--- config.mk ---
export PLATFORM = sky130hd
export DESIGN_NAME = clk3_cdc_tx
export DESIGN_NICKNAME = d
export VERILOG_FILES = /design/src/rtl/clk3_cdc_tx.sv
export SDC_FILE = /design/constraint.sdc
export NUM_CORES = 1
export LEC_CHECK = 0
export CORE_ASPECT_RATIO = 0.75
export CORE_MARGIN = 2
export CORE_UTILIZATION = 37
export CTS_BUF_LIST = sky130_fd_sc_hd__clkbuf_2 sky130_fd_sc_hd__clkbuf_4 sky130_fd_sc_hd__clkbuf_8
export DETAILED_ROUTE_END_ITERATION = 8
export GPL_ROUTABILITY_DRIVEN = 0
export PLACE_DENSITY = 0.73
export SYNTH_ARGS = -nofsm -noshare
export SYNTH_HDL_FRONTEND = slang
export SYNTH_SLANG_ARGS = --single-unit
--- constraint.sdc ---
create_clock -name clk_3 -period 1.8 [get_ports clk_3]
set_input_delay 0.27 -clock clk_3 [delete_from_list [all_inputs] [get_ports clk_3]]
set_output_delay 0.27 -clock clk_3 [all_outputs]
set_load 0.005 [all_outputs]
--- src/rtl/clk3_cdc_tx.sv ---
// Toggle-handshake CDC transmitter: holds a 60-bit word and a toggle request until the far domain acknowledges.
// Optional acknowledge-timeout watchdog enabled by defining CLK3_CDC_TX_TIMEOUT_EN.
module clk3_cdc_tx #(
    parameter int unsigned pSTAGES  = 2,
    parameter int unsigned pTIMEOUT = 255
) (
    input  logic        clk_3,
    input  logic        rst_n,
    input  logic        in_valid,
    input  logic [59:0] in_data,
    output logic        in_ready,
    output logic        tx_req,
    output logic [59:0] tx_data,
    input  logic        rx_ack,
    output logic        done,
    output logic [15:0] sent_cnt,
    input  logic        err_clr,
    output logic        timeout_err
);

    typedef enum logic {
        IDLE     = 1'b0,
        WAIT_ACK = 1'b1
    } state_t;

    state_t             state_q;
    state_t             state_d;
    logic [pSTAGES-1:0] sync_q;
    logic               ack_s;
    logic               run_q;
    logic               accept;
    logic               complete;

    // Acknowledge synchronizer; ack_s is the only consumer-visible copy of rx_ack
    always_ff @(posedge clk_3 or negedge rst_n) begin
        if (!rst_n) begin
            sync_q <= '0;
        end else begin
            sync_q <= {sync_q[pSTAGES-2:0], rx_ack};
        end
    end

    assign ack_s = sync_q[pSTAGES-1];

    // Keeps in_ready low while reset is held; rises on the first edge after release
    always_ff @(posedge clk_3 or negedge rst_n) begin
        if (!rst_n) begin
            run_q <= 1'b0;
        end else begin
            run_q <= 1'b1;
        end
    end

    assign in_ready = run_q && (state_q == IDLE) && (ack_s == tx_req);

    // Next-state and handshake decode
    always_comb begin
        state_d  = state_q;
        accept   = 1'b0;
        complete = 1'b0;
        case (state_q)
            IDLE: begin
                if (in_valid && in_ready) begin
                    accept  = 1'b1;
                    state_d = WAIT_ACK;
                end
            end
            WAIT_ACK: begin
                if (ack_s == tx_req) begin
                    complete = 1'b1;
                    state_d  = IDLE;
                end
            end
            default: state_d = IDLE;
        endcase
    end

    always_ff @(posedge clk_3 or negedge rst_n) begin
        if (!rst_n) begin
            state_q  <= IDLE;
            tx_req   <= 1'b0;
            tx_data  <= '0;
            done     <= 1'b0;
            sent_cnt <= '0;
        end else begin
            state_q <= state_d;
            done    <= complete;
            if (accept) begin
                tx_req  <= ~tx_req;
                tx_data <= in_data;
            end
            if (complete) begin
                sent_cnt <= sent_cnt + 16'd1;
            end
        end
    end

`ifdef CLK3_CDC_TX_TIMEOUT_EN
    localparam int unsigned TO_W = (pTIMEOUT < 2) ? 1 : $clog2(pTIMEOUT + 1);

    logic [TO_W-1:0] to_cnt_q;
    logic            to_hit;

    assign to_hit = (state_q == WAIT_ACK) && (to_cnt_q == TO_W'(pTIMEOUT));

    // Counter saturates at pTIMEOUT; a simultaneous set beats err_clr
    always_ff @(posedge clk_3 or negedge rst_n) begin
        if (!rst_n) begin
            to_cnt_q    <= '0;
            timeout_err <= 1'b0;
        end else begin
            if (accept) begin
                to_cnt_q <= '0;
            end else if ((state_q == WAIT_ACK) && !to_hit) begin
                to_cnt_q <= to_cnt_q + TO_W'(1);
            end
            if (to_hit) begin
                timeout_err <= 1'b1;
            end else if (err_clr) begin
                timeout_err <= 1'b0;
            end
        end
    end
`else
    localparam int unsigned unused_timeout = pTIMEOUT;
    logic unused_err_clr;

    assign unused_err_clr = err_clr;
    assign timeout_err    = 1'b0;
`endif

endmodule

==> out/metrics.yaml <==
die:
  num_io_pins: 145
  die-width_um: 110.6
  floorplan.initialDensity_pct: 37.65
  core-area_um2: 8382
  die_h_um: 83.98
  design.die.area_um2: 9291
  rows: 29
hold_path:
  hold_path_depth: 1
  min-delay-path-class: "input pin to flip-flop"
grt:
  via_count_of_the_first_global_routing_pass: 2217
  grt_antenna_before_repair: 0
  grt_start_max_net_pins: 38
  grt.total_usage_pct: 15.21
  grt_first_pass_wirelength_um: 11210
  globalRouteOverflowTotal: 0
synth:
  post_syn_area_um2: 3156
  synth_fp_nets: 267
  synthesis.yosys.warnings: 0
  ys_top_cells_by_area: "sky130_fd_sc_hd__dfrtp_1, sky130_fd_sc_hd__mux2_2, sky130_fd_sc_hd__xnor2_1, sky130_fd_sc_hd__buf_6, sky130_fd_sc_hd__nand4_1"
  synth_seq_cells: 82
  yosys.cell_types.count: 20
  synth_seq_area_share_pct: 65.03
  netlist.area_leader.share_pct: 65.03
  post_synth_inst_count: 201
  post-synth-top-area-cell: "sky130_fd_sc_hd__dfrtp_1"
  postSynthAreaPerCell_um2: 15.70
clock_tree:
  worst_setup_hold_path_clk_slew_ns: 0.08
  clockRootBuffer: "sky130_fd_sc_hd__clkbuf_8"
  cts_tree: "done"
  numCtsBuffers: 9
  clock_latency_ns: 0.35
  cts_max_path_buffers: 2
  cts.sink_count: 82
  cts.htree.levels: 3
layout:
  regArea_um2: 2052
  antenna_cells: 0
  design.final.nets: 423
  fillers: 681
  final_common_cell: "sky130_fd_sc_hd__clkdlybuf4s50_1"
  area_growth_syn_to_layout_pct: 56.30
  most-common-layout-cells: "sky130_fd_sc_hd__clkdlybuf4s50_1, sky130_fd_sc_hd__dfrtp_1, sky130_fd_sc_hd__mux2_2, sky130_fd_sc_hd__xnor2_1, sky130_fd_sc_hd__clkbuf_8"
  finalInstanceArea_um2: 4932
  post_route_utilization_pct: 58.84
  multiInputGateArea_um2: 1017
  layout-drive-gt1-share_pct: 24.38
setup_path:
  cp-end-kind: "output pin"
  path_class: "flip-flop to output pin"
  cp.arrival_ns: 1.45
  critPathMaxFanout: 2
  critical_path.startpoint_type: "flip-flop"
  cp_data_required_time_ns: 1.53
  reg2regPathDepth: 6
power:
  ir_worst_vdd_mv: 0.8924
  static-leakage-power_uw: 0.002109
  p_per_area_nw_per_um2: 1486
routing:
  route.vias.total: 2133
  via_per_inst: 4.548
  antenna_violating_nets_post_route: 0
  detail_route.drc_violations: 0
  postRouteWirelength_um: 6863
  drt_pre_antenna_iters: 4
  detail_route.wl_per_cell_um: 14.63
  detail_route.iter0.violations: 73
timing:
  timing.final.max_slew_violations: 0
  whs_ns: 0.3542
  layout_setup_ws_ns: 0.07886
  timing.final.crit_period_ns: 1.721
  fmax_mhz: 581.0
  setup_viol: 0
  final.period_utilization_pct: 95.62
  grt_setup_unrepaired: "false"
  hold_viol: 0
  finClkSkew_ns: 0.007871
  tns_ns: 0
place:
  placed_standard_cell_area_um2: 4720
  port-buffer-count: 142
  pre_cts_ws_ns: 0.1028
status:
  run_status: "completed"
flow_run:
  maxCapViolCount: 0
-- layout make-up --
type                    count  area share, %
flip-flops and latches     82          41.60
repair buffers            152          30.90
multi-input cells         109          20.62
clock buffers              12          3.095
well taps                 108          2.740
clock inverters             3         0.8118
inverters                   3         0.2283
-- synthesized netlist by cell type, drive strengths merged --
library cell	count
nor3b	1
nand3	5
mux2	61
inv	3
xnor2	15
nor2	2
and4	1
nor2b	1
nor3	1
nand4	5
buf	7
dfrtp	82
and3	2
ha	1
xor2	3
or3	1
nand2	8
conb	2
-- report_power, final --
group	internal, µW	switching, µW
registers	2610	425
logic	2130	857
clock network	698	604
total	5440	1890
-- path summary, 6_finish.rpt --
kind / start / endpoint / slack, ns
min in group asynchronous: rst_n / sent_cnt[0]$_DFFE_PN0P_ / 0.39
hold reg to reg: sync_q[0]$_DFF_PN0_ / sync_q[1]$_DFF_PN0_ / 0.37
setup / recovery: tx_req$_DFFE_PN0P_ / in_ready / 0.08
setup reg to reg: tx_req$_DFFE_PN0P_ / tx_data[49]$_DFFE_PN0P_ / 0.11
hold / removal: rx_ack / sync_q[0]$_DFF_PN0_ / 0.35
max in group asynchronous: rst_n / tx_data[5]$_DFFE_PN0P_ / 0.83
-- metrics by stage --
| stage | total power [µW] | instances |
|---|---|---|
| final | 7331 | 469 |
| after global routing | 7773 | 469 |
| after CTS | 7455 | 469 |
| after detailed placement | 6094 | 452 |
| after global placement | 5980 | 452 |
| after floorplan | 4110 | 201 |
-- per-layer routing --
metal	wire [µm]	track usage, %	share of wire (%)	vias to the layer above
met2	3348	24.60	49	95
met1	2807	18.10	41	1030
met3	628	7.190	9.2	10
met4	79	4.773	1.2	0
met5	0	0	0	-
li1	-	-	-	998
-- cell families (layout without fill, tap and decap cells) --
kind of cell	Yosys count	in the layout	synth area share [%]
muxes	61	61	21.77
buffers and inverters	10	170	2.736
xor gates and xnor gates	18	18	4.996
other	2	2	0.2380
and+or+nand+nor	27	27	4.838
DFF	82	82	65.03
adders and majority gates	1	1	0.3964
-- critical path, cell delays in order (launching register included) --
cell	delay, ns
sky130_fd_sc_hd__dfrtp_1	0.40
sky130_fd_sc_hd__xor2_1	0.18
sky130_fd_sc_hd__nor3b_2	0.25
sky130_fd_sc_hd__dlygate4sd2_1	0.27
-- repair_timing --
item                                   4_1_cts  5_1_grt
hold buffers                                 1        0
pin swaps                                    1        0
endpoints found under the hold margin       28        0
resized for setup                            1        1
setup buffers                                1        0
setup endpoints to repair                    1       24
-- state kept, by name, summed over array words and instances, names as in the netlist --
register / cells
done: 1
run_q: 1
tx_req: 1
sync_q: 2
state_q: 1
sent_cnt: 16
tx_data: 60
No activity file was read; power rests on OpenSTA's default activity.
==> variant 1 (same settings) <==
Build with the macro `CLK3_CDC_TX_TIMEOUT_EN` defined.
--- a/src/rtl/clk3_cdc_tx.sv
+++ b/src/rtl/clk3_cdc_tx.sv
@@ -2,2 +2,4 @@
 // Optional acknowledge-timeout watchdog enabled by defining CLK3_CDC_TX_TIMEOUT_EN.
+`define CLK3_CDC_TX_TIMEOUT_EN
+
 module clk3_cdc_tx #(
Formal check against the unedited RTL: same outputs for any inputs over 10 cycles, from zero or initial values and one cycle with rst_n low; that may be too few to reach the edited logic, so the function may still have changed.
==> variant 1 against the unedited design <==
Global-route usage rose by 1.2 points. Power up 16%. Combinational power rose by 13%. Final area is 14% higher. Critical path type unchanged. Synthesized area up 16%. Clock power grew 37%. Setup slack gained 0.033 ns. Largest power group is now combinational cells. Cell count up 16%. Sequential cell count increased by 9. Wire length rose by 20%.
==> variant 1: results (changes against the unedited design) <==
outcome=finished clean; Antenna Cells=0 (unchanged); final wirelength=8247 µm (+20%); Post-synth top cells=dfrtp_1 (91), mux2_2 (49), nand3_1 (14); fillers=779 (+14%); R2R cell count=5 (-1); DR vias=2552 (+20%); Syn Nets=313 (+17%); CTS buffer count=9 (unchanged); largest net degree at the start of global routing=48 (+26%); Buffers on Ports=144 (+1.4%); Total GRT Usage=16.40% (+1.2 points); synthesized area per cell=14.94 µm² (-4.8%); vias in the first global route=2722 (+23%); Root Driver=clkbuf_8; first-pass GRT wire length=13820 µm (+23%); DRT Pass-1 Iters=4 (unchanged); peak supply drop=893.5 µV (+0.13%); clock buffer depth=2 (unchanged); final net count=474 (+12%); worst min path class=input pin to async pin; Skew-Pair Late Insertion Delay=0.36 ns; clk_skew=0.009134 ns (+0.001262 ns); Worst-path clk slew=0.09 ns; r2r startpoint=tx_req$_DFFE_PN0P_; fin cells=544 (+16%); synth warn=0 (unchanged); antenna violations before repair=0 (unchanged); Post-CTS Repair Setup Buffers=0 (-1); flop2flop setup slack=0.13 ns (+0.02 ns); setup TNS=0 ns (unchanged); worst-path fanout max=2 (unchanged); leakage=0.002498 µW (+18%); Seq/Total Area, Yosys=61.97% (-3.1 points); synth unique cells=35 (+75%); H-Tree Depth=3 (unchanged); layout cells sized above 1=23.54% (-0.83 points); RR Endpoint=tx_data[22]$_DFFE_PN0P_; placed cell count=527 (+17%); asr flop ratio synth=100.0% (unchanged); leading registers by flop count=tx_data: 60 flops, sent_cnt: 16 flops, to_cnt_q: 8 flops; Post-DP HPWL=6088 µm; Area contributors post-synth=dfrtp_1 (62%), mux2_2 (15%), mux2_4 (4.9%); starting DRC count in detailed routing=112 (+53%)
-- variant 1: cell types whose count changed after synthesis, moves of 3 or more --
| cell | unedited run | this run |
|---|---|---|
| mux2_2 | 61 | 49 |
| mux2_4 | 0 | 12 |
| dfrtp_1 | 82 | 91 |
| nand3_1 | 5 | 14 |
| xnor2_1 | 15 | 10 |
| xor2_1 | 3 | 8 |
| buf_6 | 6 | 2 |
| and3_1 | 2 | 5 |
| buf_4 | 1 | 4 |
| nand2_1 | 7 | 10 |
| o21ai_0 | 0 | 3 |
-- variant 1: kinds of logic after synthesis --
family,synth area share [%]
mux,20.19
simple gates,7.661
other cells,0.1020
fa+ha+maj,0.6809
flops,61.97
xor+xnor,5.176
compound gates,1.975
buf+inv,2.247
-- variant 1: worst max-delay path by stage --
stage | start | end | slack, ns | depth (start not counted)
global route | tx_req$_DFFE_PN0P_ | in_ready | 0.003 | 3
global placement | sync_q[1]$_DFF_PN0_ | in_ready | 0.13 | 3
CTS | tx_req$_DFFE_PN0P_ | tx_req | 0.06 | 2
finish | tx_req$_DFFE_PN0P_ | in_ready | 0.11 | 3
floorplan | tx_req$_DFFE_PN0P_ | tx_data[17]$_DFFE_PN0P_ | 0.25 | 5
detailed placement | tx_req$_DFFE_PN0P_ | in_ready | 0.11 | 3
-- variant 1: layout make-up --
cell class                 count  area share (%)
clock inverter                 5           2.220
multi-input combinational    144           23.58
inverter                       2          0.1332
sequential                    91           40.41
timing repair buffer         159           28.26
clock buffer                  11           2.464
tap                          132           2.931
-- variant 1: what timing repair did --
item,CTS,global route
hold buffers,1,0
endpoints found under the setup margin,1,2
resized for setup,2,1
cloned,0,0
endpoints found under the hold margin,24,0
pin swaps,0,1
-- variant 1: per-layer routing --
metal	wire, µm	GRT usage [%]	up-vias
li1	-	-	1188
met4	119	5.655	0
met1	3482	20.51	1261
met2	4045	26.01	94
met5	0	0	-
met3	600	6.439	9
-- variant 1: stage by stage --
stage / area, µm² / hold WS, ns / setup slack (ns) / power, µW / util (%)
final: 5635 / 0.3569 / 0.1120 / 8501 / 58.35
after global routing: 5635 / 0.3486 / 0.003081 / 9038 / 58.35
after CTS: 5633 / 0.3551 / 0.05837 / 8624 / 58.32
after detailed placement: 5355 / 0.2157 / 0.1131 / 6795 / 55.45
after global placement: 5355 / 0.2112 / 0.1344 / 6678 / 55.45
after floorplan: 3675 / -0.02559 / 0.2470 / 4641 / -
-- variant 1: power breakdown --
group          leakage (µW)  total (µW)  switching, µW  internal [µW]
sequential          0.00112        3340            484           2850
clock              0.000134        1780            689           1090
combinational       0.00124        3380           1050           2330
total               0.00250        8500           2220           6280
-- variant 1: critical path: stages (launching register included) --
cell and delay (ns):
dfrtp_1 0.43, xor2_2 0.20, nor3b_2 0.19, dlygate4sd2_1 0.26
==> variant 2 (config.mk and constraints unchanged) <==
Without the edit above. Register the output `sent_cnt` once more, without a reset; this adds one clock of latency there. The other outputs are not delayed to match.
--- a/src/rtl/clk3_cdc_tx.sv
+++ b/src/rtl/clk3_cdc_tx.sv
@@ -24,2 +24,4 @@
     } state_t;
+
+    logic [15:0] sent_cnt_s0;
 
@@ -83,3 +85,3 @@
             done     <= 1'b0;
-            sent_cnt <= '0;
+            sent_cnt_s0 <= '0;
         end else begin
@@ -92,3 +94,3 @@
             if (complete) begin
-                sent_cnt <= sent_cnt + 16'd1;
+                sent_cnt_s0 <= sent_cnt_s0 + 16'd1;
             end
@@ -131,2 +133,6 @@
 
+    always_ff @(posedge clk_3) begin
+        sent_cnt <= sent_cnt_s0;
+    end
+
 endmodule
Behaviour: not the same (a bounded check fails within 4 cycles, from zero or initial values and one cycle with rst_n low).
==> variant 2 against the unedited design <==
Sequential cell count rose by 16. Final area is 9.1% higher. Synthesized area grew 12%. Via count rose by 4.9%. Critical endpoint is now tx_data[51]$_DFFE_PN0P_. Wire length is 5.1% higher. Power grew 8.5%. Setup slack worse by 0.0037 ns. Critical path depth grew 3.
==> variant 2: results (changes against the unedited design) <==
outcome=finished clean; Data arrival, critical path=1.97 ns (+0.52 ns); worst-path fanout max=11 (+9); Skew-Pair Late Insertion Delay=0.36 ns; placed cell count=493 (+9.1%); clock buffer depth=2 (unchanged); largest net degree at the start of global routing=42 (+11%); maxcap violations=0 (unchanged); Seq/Total Area, Yosys=67.26% (+2.2 points); fillers=773 (+14%); asr flop ratio synth=83.67% (-16 points); peak supply drop=694.8 µV (-22%); Area contributors post-synth=dfrtp_1 (58%), mux2_2 (15%), dfxtp_1 (9.1%); synth unique cells=25 (+25%); leakage=0.002305 µW (+9.3%); CTS buffer count=9 (unchanged); vias in the first global route=2113 (-4.7%); Antenna Cells=0 (unchanged); H-Tree Depth=3 (unchanged); Post-DP HPWL=5414 µm; switching power=2084 µW (+10%); synth warn=0 (unchanged); Placement Setup Slack=0.06813 ns (-0.03466 ns); placed cell area=0.005151 mm² (+9.1%); layout cells sized above 1=23.76% (-0.62 points); Root Driver=clkbuf_8; vias per cell=4.380 (-3.7%); Syn Nets=285 (+6.7%); antenna violations before repair=0 (unchanged); WL/cell=14.12 µm (-3.5%); DRT Pass-1 Iters=3 (-1); worst min path class=input pin to register; Post-synth top cells=dfrtp_1 (82), mux2_2 (46), dfxtp_1 (16); first-pass GRT wire length=10450 µm (-6.8%); clk_skew=0.005874 ns (-0.001997 ns); final net count=444 (+5.0%); Worst-path clk slew=0.09 ns; Total GRT Usage=13.81% (-1.4 points); DR vias=2238 (+4.9%); synthesized area per cell=16.11 µm² (+2.6%); Buffers on Ports=142 (unchanged); starting DRC count in detailed routing=49 (-33%); leading registers by flop count=tx_data: 60 flops, sent_cnt: 16 flops, sent_cnt_s0: 16 flops
-- variant 2: changes by cell type in the layout (fill, tap and decap cells not counted), moves of 3 or more --
cell     before  now
nand2_1       7   11
mux2_2       61   46
dfxtp_1       0   16
mux2_1        0    6
xnor2_1      15   12
nand4_1       5    2
mux2_4        0    9
-- variant 2: cells by family after synthesis --
group                      Yosys count  synth area share, %
buffers and inverters                8                2.235
adders and majority gates            1               0.3547
other                                2               0.2129
muxes                               61                20.33
and+or+nand+nor                     31                4.931
DFF                                 98                67.26
xor gates and xnor gates            18                4.683
-- variant 2: what timing repair did --
action	CTS	global route
hold endpoints to repair	29	0
gates resized for setup	1	6
pin swaps	1	2
hold buffers	1	0
setup buffers	1	0
endpoints found under the setup margin	1	56
-- variant 2: layout make-up --
type | instances | area (µm²) | share of cell area, %
multi-input combinational | 113 | 1095 | 20.35
clock buffer | 9 | 123.9 | 2.303
clock inverter | 7 | 68.82 | 1.279
sequential | 98 | 2372 | 44.10
timing repair buffer | 155 | 1555 | 28.91
inverter | 1 | 3.754 | 0.06978
tap | 128 | 160.2 | 2.977
-- variant 2: metal layers --
metal	up-vias	wire length, µm	GRT usage (%)
li1	1057	-	-
met1	1077	3030	16.49
met2	95	3429	22.18
met3	9	680	6.712
met4	0	75	4.492
met5	-	0	0
-- variant 2: power groups by stage --
stage | Clock, µW | Sequential [µW] | Combinational (µW)
after floorplan | 0 | 3550 | 1070
after global placement | 0 | 3480 | 3060
after detailed placement | 0 | 3510 | 3140
after CTS | 1430 | 3480 | 3160
after global routing | 1520 | 3560 | 3370
final | 1370 | 3460 | 3120
-- variant 2: worst max-delay path: stages, from the launching register on --
cell,delay [ns]
dfrtp_1,0.42
xor2_2,0.20
nor3b_4,0.22
buf_6,0.15
nand2_8,0.10
buf_4,0.20
mux2_4,0.30
-- variant 2: worst paths after layout --
path / start / to / slack, ns / depth (start not counted)
worst min-delay path: rx_ack / sync_q[0]$_DFF_PN0_ / 0.34 / 1
max in group asynchronous: rst_n / tx_data[51]$_DFFE_PN0P_ / 0.87 / 3
worst max-delay path: sync_q[1]$_DFF_PN0_ / tx_data[51]$_DFFE_PN0P_ / 0.08 / 6
worst min register to register: sync_q[0]$_DFF_PN0_ / sync_q[1]$_DFF_PN0_ / 0.35 / 0
worst max register to register: sync_q[1]$_DFF_PN0_ / tx_data[51]$_DFFE_PN0P_ / 0.08 / 6
min in group asynchronous: rst_n / sync_q[0]$_DFF_PN0_ / 0.37 / 2
-- variant 2: per-stage QoR --
stage          util (%)  total power, µW
2_1_floorplan         -             4620
3_3_place_gp      56.24             6541
3_5_place_dp      56.24             6656
4_1_cts           58.52             8070
5_1_grt           58.73             8452
6_report          58.73             7952
